## src/rtl/wilson_integrator.sv

```systemverilog
// Sequential wrapper around the Wilson-neuron Euler-step datapath: state hold, run control,
// decimated sample stream and spike counting. Optional overflow guard: WILSON_OVF_GUARD_EN.
module wilson_integrator #(
  parameter int unsigned STEPS_W  = 16,
  parameter int unsigned DECIM    = 16,
  parameter logic [31:0] V_INIT   = 32'h8000B333,
  parameter logic [31:0] R_INIT   = 32'h00001687,
  parameter logic [31:0] SPIKE_TH = 32'h00000000
) (
  input  logic               clock,
  input  logic               reset_n,
  input  logic               start,
  input  logic [STEPS_W-1:0] num_steps,
  input  logic               abort,
  output logic [31:0]        v_state,
  output logic [31:0]        r_state,
  input  logic [31:0]        v_next,
  input  logic [31:0]        r_next,
  output logic               sample_valid,
  input  logic               sample_ready,
  output logic [31:0]        sample_v,
  output logic [31:0]        sample_r,
  output logic               spike,
  output logic [15:0]        spike_count,
  output logic               busy,
`ifdef WILSON_OVF_GUARD_EN
  output logic               ovf,
`endif
  output logic               done
);

  localparam int unsigned DEC_W = (DECIM > 1) ? $clog2(DECIM) : 1;
  localparam logic [30:0] OVF_LIM = 31'h00640000;

  typedef enum logic [1:0] {S_IDLE, S_RUN, S_DRAIN, S_DONE} state_e;

  state_e             state_q, state_d;
  logic [STEPS_W-1:0] ns_q, ns_d, step_q, step_d;
  logic [DEC_W-1:0]   dec_q, dec_d;
  logic [31:0]        v_q, v_d, r_q, r_d, sv_v_q, sv_v_d, sv_r_q, sv_r_d;
  logic               sv_q, sv_d, spike_q, spike_d, busy_q, busy_d, done_q, done_d;
  logic [15:0]        spk_cnt_q, spk_cnt_d;
  logic               dec_wrap_c, stall_c, ovf_hit_c;

  // Sign-magnitude less-than; -0 and +0 compare equal.
  function automatic logic sm_lt(input logic [31:0] a, input logic [31:0] b);
    logic a_neg, b_neg;
    a_neg = a[31] & (|a[30:0]);
    b_neg = b[31] & (|b[30:0]);
    if (a_neg != b_neg) return a_neg;
    if (a_neg)          return a[30:0] > b[30:0];
    return a[30:0] < b[30:0];
  endfunction

  assign dec_wrap_c = (dec_q == DEC_W'(DECIM - 1));
  // Only a step that would overwrite an unaccepted sample is held back.
  assign stall_c    = sv_q & ~sample_ready & dec_wrap_c;

`ifdef WILSON_OVF_GUARD_EN
  assign ovf_hit_c = (v_next[30:0] >= OVF_LIM);
`else
  assign ovf_hit_c = 1'b0;
`endif

  always_ff @(posedge clock or negedge reset_n) begin
    if (!reset_n) begin
      state_q   <= S_IDLE;
      ns_q      <= '0;
      step_q    <= '0;
      dec_q     <= '0;
      v_q       <= V_INIT;
      r_q       <= R_INIT;
      sv_q      <= 1'b0;
      sv_v_q    <= '0;
      sv_r_q    <= '0;
      spike_q   <= 1'b0;
      spk_cnt_q <= '0;
      busy_q    <= 1'b0;
      done_q    <= 1'b0;
    end else begin
      state_q   <= state_d;
      ns_q      <= ns_d;
      step_q    <= step_d;
      dec_q     <= dec_d;
      v_q       <= v_d;
      r_q       <= r_d;
      sv_q      <= sv_d;
      sv_v_q    <= sv_v_d;
      sv_r_q    <= sv_r_d;
      spike_q   <= spike_d;
      spk_cnt_q <= spk_cnt_d;
      busy_q    <= busy_d;
      done_q    <= done_d;
    end
  end

  always_comb begin
    state_d   = state_q;
    ns_d      = ns_q;
    step_d    = step_q;
    dec_d     = dec_q;
    v_d       = v_q;
    r_d       = r_q;
    sv_d      = sv_q;
    sv_v_d    = sv_v_q;
    sv_r_d    = sv_r_q;
    spike_d   = 1'b0;
    spk_cnt_d = spk_cnt_q;

    if (sv_q && sample_ready) sv_d = 1'b0;

    unique case (state_q)
      S_IDLE: begin
        if (start) begin
          ns_d      = num_steps;
          v_d       = V_INIT;
          r_d       = R_INIT;
          step_d    = '0;
          dec_d     = '0;
          spk_cnt_d = '0;
          state_d   = (num_steps == '0) ? S_DONE : S_RUN;
        end
      end
      S_RUN: begin
        if (abort || ovf_hit_c) begin
          state_d = S_DRAIN;
        end else if (!stall_c) begin
          v_d    = v_next;
          r_d    = r_next;
          step_d = step_q + STEPS_W'(1);
          if (dec_wrap_c) begin
            dec_d  = '0;
            sv_d   = 1'b1;
            sv_v_d = v_next;
            sv_r_d = r_next;
          end else begin
            dec_d = dec_q + DEC_W'(1);
          end
          if (sm_lt(v_q, SPIKE_TH) && !sm_lt(v_next, SPIKE_TH)) begin
            spike_d = 1'b1;
            if (spk_cnt_q != 16'hFFFF) spk_cnt_d = spk_cnt_q + 16'd1;
          end
          if (step_q == ns_q - STEPS_W'(1)) state_d = S_DRAIN;
        end
      end
      S_DRAIN: begin
        if (abort) begin
          sv_d    = 1'b0;
          state_d = S_DONE;
        end else if (!sv_q || sample_ready) begin
          state_d = S_DONE;
        end
      end
      S_DONE:  state_d = S_IDLE;
      default: state_d = S_IDLE;
    endcase

    busy_d = (state_d == S_RUN) || (state_d == S_DRAIN);
    done_d = (state_d == S_DONE);
  end

`ifdef WILSON_OVF_GUARD_EN
  logic ovf_q, ovf_d;

  // Sticky overflow flag, cleared only by an accepted start.
  always_comb begin
    ovf_d = ovf_q;
    if (state_q == S_IDLE && start)                     ovf_d = 1'b0;
    else if (state_q == S_RUN && !abort && ovf_hit_c)   ovf_d = 1'b1;
  end

  always_ff @(posedge clock or negedge reset_n) begin
    if (!reset_n) ovf_q <= 1'b0;
    else          ovf_q <= ovf_d;
  end

  assign ovf = ovf_q;
`endif

  assign v_state      = v_q;
  assign r_state      = r_q;
  assign sample_valid = sv_q;
  assign sample_v     = sv_v_q;
  assign sample_r     = sv_r_q;
  assign spike        = spike_q;
  assign spike_count  = spk_cnt_q;
  assign busy         = busy_q;
  assign done         = done_q;

endmodule

```

## config.mk

```make
export PLATFORM = sky130hd
export DESIGN_NAME = wilson_integrator
export DESIGN_NICKNAME = d
export VERILOG_FILES = /design/src/rtl/wilson_integrator.sv
export SDC_FILE = /design/constraint.sdc
export NUM_CORES = 1
export LEC_CHECK = 0
export BUFFER_PORTS_ARGS = -buffer_cell sky130_fd_sc_hd__buf_2
export CORE_MARGIN = 2
export CORE_UTILIZATION = 44
export CTS_CLUSTER_DIAMETER = 30
export CTS_CLUSTER_SIZE = 14
export DETAILED_ROUTE_END_ITERATION = 8
export GPL_ROUTABILITY_DRIVEN = 1
export PLACE_DENSITY = 0.75
export SETUP_SLACK_MARGIN = 0.1
export SLEW_MARGIN = 20
export SYNTH_ARGS = -nofsm -noshare
export SYNTH_HDL_FRONTEND = slang
export SYNTH_SLANG_ARGS = --single-unit
```

## constraint.sdc

```tcl
create_clock -name clock -period 6.1 [get_ports clock]
set_input_delay 0.305 -clock clock [delete_from_list [all_inputs] [get_ports clock]]
set_output_delay 0.305 -clock clock [all_outputs]
set_load 0.1 [all_outputs]
```

# Word level (Yosys, flattened, before mapping)
# Cells that the tools add are included.
word_totals:
  regBits: 186
  latchBits: 0
  ramBits: 0
  romBits: 0
  output_inout_bits: 148
  wordCells: 127
  memories: 0
op_classes:
  n_addsub: 4
  n_mul: 0
  div_mod_pow: 0
  order_cmp: 4
  n_eq_ne: 14
  shifts: 0
  mux: 70
  n_bitwise: 7
  reduce_logical: 15
op_table:
  columns: ["operator", "count"]
  rows:
  - ["32-bit two-way mux", 6]
  - ["32-bit one-hot mux with 2 select lines", 2]
  - ["16-bit two-way mux", 7]
  - ["16-bit one-hot mux with 2 select lines", 2]
  - ["31-bit by 1-bit > comparator with 1-bit output (second input constant)", 2]
  - ["31-bit by 1-bit less-than comparator with 1-bit output (second input constant)", 2]
  - ["31-bit OR reduction", 2]
  - ["1-bit two-way mux", 39]
  - ["16-bit by 1-bit adder with 16-bit output (second input constant)", 2]
  - ["16-bit equality test", 1]
  - ["16-bit zero test", 1]
  - ["4-bit two-way mux", 4]
  - ["16-bit inequality test (second input constant)", 1]
  - ["16-bit by 1-bit subtractor with 16-bit output (second input constant)", 1]
  - ["2-bit two-way mux", 7]
  - ["2-bit inequality test (second input constant)", 5]
  - ["2-bit equality test (second input constant)", 4]
  - ["2-bit one-hot mux with 4 select lines", 1]
  - ["4-bit one-hot mux with 2 select lines", 1]
  - ["4-bit AND reduction", 2]
  - ["6-bit AND reduction", 1]
  - ["4-bit by 1-bit adder with 4-bit output (second input constant)", 1]
  - ["1-bit AND", 4]
  - ["2-bit by 1-bit equality test with 1-bit output (second input constant)", 2]
  - ["9 further kinds", 14]

# Longest topological paths before layout
logic_depth:
  ltp_word: 21
  mapped_depth: 9

# Worst setup path after synthesis
# OpenSTA, ideal clock, no wires.
synth_path:
  path_type: "register to register"
  start: "register spk_cnt_q[8], in the netlist spike_count[8]"
  end: "register spk_cnt_q[0], in the netlist spike_count[0]"
  setup_ps: 83
  arrival_time_ps: 2609
  slack_ps: 3409
  stages_incl_launch_ff: 9
  period_less_slack_ps: 2691
  path_cell_list: "dfrtp_1 -> and4_1 -> and4_1 -> nand4_1 -> nand3_1 -> buf_2 -> buf_1 -> o221ai_1 -> o21ai_0"
synth_via:
  elab_chain_len: 3
synth_rtl:
  columns: ["element", "line_no", "text"]
  rows:
  - ["from (decl)", "42", "logic [15:0] spk_cnt_q, spk_cnt_d;"]
  - ["from (signal assigned)", "91", "spk_cnt_q <= spk_cnt_d;"]
  - ["16-bit inequality test", "141", "if (spk_cnt_q != 16'hFFFF) spk_cnt_d = spk_cnt_q + 16'd1;"]
  - ["2-bit inequality test (no source line)", null, null]
  - ["6-bit AND reduction (no source line)", null, null]
# No other way between the ends.
# A chain may end at the register's enable or synchronous reset.

# Final worst setup path
layout_path:
  start: "register state_q[1]"
  end: "register step_q[7]"
layout_via:
  elab_chain_len: 3
  elab_cells_between_ends: 8
  cone_classes: "4 x eq/ne; 1 x mux; 3 x reduce/logical"
layout_rtl:
  columns: ["element", "line_no", "text"]
  rows:
  - ["from (decl)", "37", "state_e state_q, state_d;"]
  - ["from (signal assigned)", "81", "state_q <= state_d;"]
  - ["2-bit by 1-bit equality test with 1-bit output / 2-bit zero test (equally long branches)", "112", "unique case (state_q)"]
  - ["2-bit inequality test (no source line) / 2-bit nonzero test (equally long branches)", null, null]
  - ["4-bit AND reduction (no source line)", null, null]
  - ["to (signal assigned)", "83", "step_q <= step_d;"]
  - ["to (decl)", "38", "logic [STEPS_W-1:0] ns_q, ns_d, step_q, step_d;"]
# Several ways; a longest one is shown, not always the timed one.

==> qor.yml <==
die:
  fp-row-count: 49
  initial_core_util_pct: 45.1
  pin_count: 233
  die_w_um: 140
  core_um2: 18100
  die_h_um: 140
  die_area_um2: 19600
setup_path:
  path_cells: "inv_1, ha_1, nor2b_1, a21boi_1, o21a_1, nand4_1, xor2_1, nor2_1"
  critPathMaxStageDelay_ps: 820
  slowest_stage: "o21a_1"
  crit_cells: 8
  cp-end-kind: "flip-flop"
  cp_data_required_time_ps: 6410
  worstPathArrival_ps: 3460
  start_kind: "flip-flop"
  crit_buf_inv: 1
  critical-path-top-delay-family: "compound AO/OA/AOI/OAI gates"
  reg2reg_depth: 8
  path_class: "reg2reg"
  crit_fanout: 21
final_layout:
  nets: 962
  antennaDiodeCount: 0
  fin_cells: 1111
  drive_gt1_share_pct: 42.7
  final_common_cell: "buf_2"
  layout_common_cells: "231 x buf_2, 169 x dfrtp_1, 80 x mux2_2"
  multi_input_area_um2: 3310
  fillCellCount: 1536
  synthToLayoutAreaGrowth_pct: 24.7
  final-seq-area_um2: 4680
timing:
  min_period_over_period_pct: 51.6
  grt_setup_unrepaired: "no"
  slew_headroom_pct: 37.2
  clock_skew_ps: 13.7
  fin_crit_ps: 3150
  setup_violations: 0
  finalMaxSlewViolations: 0
  holdWs_ps: 98.4
  timing.final.ws_setup_ps: 2950
  worst_pin_slew_ps: 939
  finalSetupTns_ps: 0
  hold_violations: 0
  fmax_mhz: 318
yosys:
  netlist_area_um2: 8160
  synth_edf_count: 0
  synth.yosys.seq_area_share_pct: 57.3
  post_synth.cell_area_avg_um2: 12.6
  yosys_warnings: 0
  synth-seq-cells: 186
  synthCells: 649
  yosysUniqueCellTypes: 56
  synthArstFlopShare_pct: 100
  synth_ff_type: "dfrtp_1"
  synth_fp_nets: 742
clock_tree:
  cts_buffers: 17
  htreeDepth: 4
  cts_sinks: 186
  clock-root-buffer: "clkbuf_16"
  cts_tree: "built"
  clockBufferDepth: 2
  clk_pin_slew_worst_paths_ps: 80
  postCtsSetupRepairBufs: 0
  clk-insertion-delay-late_ps: 430
global_routing:
  grt_pass1_vias: 6385
  grt_pass1_wl_um: 34500
  antenna_found_initial: 0
  track_usage_pct: 22.2
  grt_max_degree: 111
  overflow: 0
placement:
  dpl.hpwl_um: 14700
  io_buffers: 232
  gp_congestion: 0.857
  preCtsSetupSlack_ps: 3010
  place_inst: 1077
run_status:
  outcome: "finished, violations left"
  violations: "DRC"
pwr:
  ir_drop_v: 0.000344
  power.density_nw_per_um2: 493
  p_leak_nw: 5.03
  power.total_w: 0.00502
drt:
  vias_per_cell: 5.69
  drt_iter0_drc: 417
  m1WireLength_um: 9050
  totalWireLength_um: 21300
  drcViolationCount: 7
  wl_per_cell_um: 19.2
  ant_nets: 0
  highest_layer: "met4"
  firstDrtPassIters: 8
  route.vias.total: 6319
  dr_wl_met3_um: 1420
  wl_met2_um: 10300
min_path:
  hp-class: "in2reg"
  min_path_cells: 2
job:
  max-cap-violations: 0
## layer usage
| metal | global-route usage, % | up-vias |
|---|---|---|
| met4 | 7.18 | 0 |
| met1 | 29.5 | 3162 |
| met5 | 0 | - |
| li1 | - | 2911 |
| met3 | 6.50 | 37 |
| met2 | 35.1 | 209 |
## kinds of logic (layout without fill, tap and decap cells)
| family | Yosys count | after routing | synth area share [%] |
|---|---|---|---|
| adders and majority gates | 8 | 8 | 1.23 |
| buffers and inverters | 47 | 280 | 2.30 |
| AOI/OAI and AO/OA | 145 | 145 | 13.5 |
| muxes | 83 | 83 | 11.4 |
| and+or+nand+nor | 153 | 153 | 11.3 |
| xor gates and xnor gates | 27 | 27 | 2.90 |
| DFF | 186 | 186 | 57.3 |
## path summary, 6_finish.rpt
check / from / end / slack [ps]
setup reg to reg: state_q[1]$_DFF_PN0_ / step_q[7]$_DFFE_PN0P_ / 2950
max in group asynchronous: reset_n / r_state[22]$_DFFE_PN0P_ / 4090
hold / removal: r_next[30] / r_state[30]$_DFFE_PN0P_ / 100
min in group asynchronous: reset_n / ns_q[13]$_DFFE_PN0P_ / 510
setup / recovery: state_q[1]$_DFF_PN0_ / step_q[7]$_DFFE_PN0P_ / 2950
hold reg to reg: r_state[23]$_DFFE_PN0P_ / r_state[23]$_DFFE_PN0P_ / 500
## synth_stat cells, drive strengths merged (2+ instances only)
| cell | instances | share of area (%) |
|---|---|---|
| and3 | 6 | 0.46 |
| or2 | 2 | 0.15 |
| o21a | 5 | 0.46 |
| mux2 | 80 | 11 |
| nand2b | 8 | 0.61 |
| a22o | 49 | 5.3 |
| or4 | 12 | 1.2 |
| nor2 | 10 | 0.46 |
| o31ai | 15 | 1.4 |
| a21oi | 18 | 1.1 |
| inv | 10 | 0.46 |
| nand3 | 13 | 0.80 |
| o21ai | 18 | 1.1 |
| and4 | 5 | 0.54 |
| o2111ai | 2 | 0.21 |
| o22ai | 3 | 0.23 |
| o221ai | 3 | 0.32 |
| nor2b | 5 | 0.38 |
| xor2 | 11 | 1.2 |
| nand4 | 17 | 1.3 |
| o211ai | 2 | 0.18 |
| or3 | 10 | 0.89 |
| and2 | 4 | 0.31 |
| dfstp | 17 | 5.5 |
| dfrtp | 169 | 52 |
| ha | 8 | 1.2 |
| clkbuf | 30 | 1.4 |
| nor3 | 9 | 0.55 |
| o22a | 17 | 1.8 |
| xnor2 | 16 | 1.7 |
| o31a | 3 | 0.32 |
| nor4 | 26 | 2.3 |
| mux2i | 3 | 0.37 |
| buf | 7 | 0.46 |
| nand2 | 22 | 1.0 |
## registers in the layout, indices dropped and copies added (netlist names)
name	count
done	1
state_q	2
sample_v	32
step_q	16
dec_q	4
ns_q	16
r_state	32
spike	1
sample_r	32
busy	1
sample_valid	1
spike_count	16
v_state	32
## per-stage QoR
step | util [%] | area (µm²)
floorplan | - | 8160
global placement | 52.6 | 9510
detailed placement | 52.6 | 9510
CTS | 56.1 | 10100
global route | 56.2 | 10200
finish | 56.2 | 10200
## cell type report
type,count,area share (%)
multi-input combinational,416,32.5
tap,229,2.82
clock buffer,17,4.18
sequential,186,46.0
clock inverter,15,1.97
inverter,10,0.369
timing repair buffer,238,12.2
## where the power goes
group          switching [W]  leakage (nW)  internal, W
Sequential          0.000226          2.46      0.00148
Clock               0.000567         0.301     0.000563
Combinational        0.00167          2.27     0.000516
## repair_timing
item,4_1_cts,5_1_grt
hold buffers,1,0
resized for setup,0,0
endpoints found under the hold margin,3,0
No activity file was read; power rests on OpenSTA's default activity.
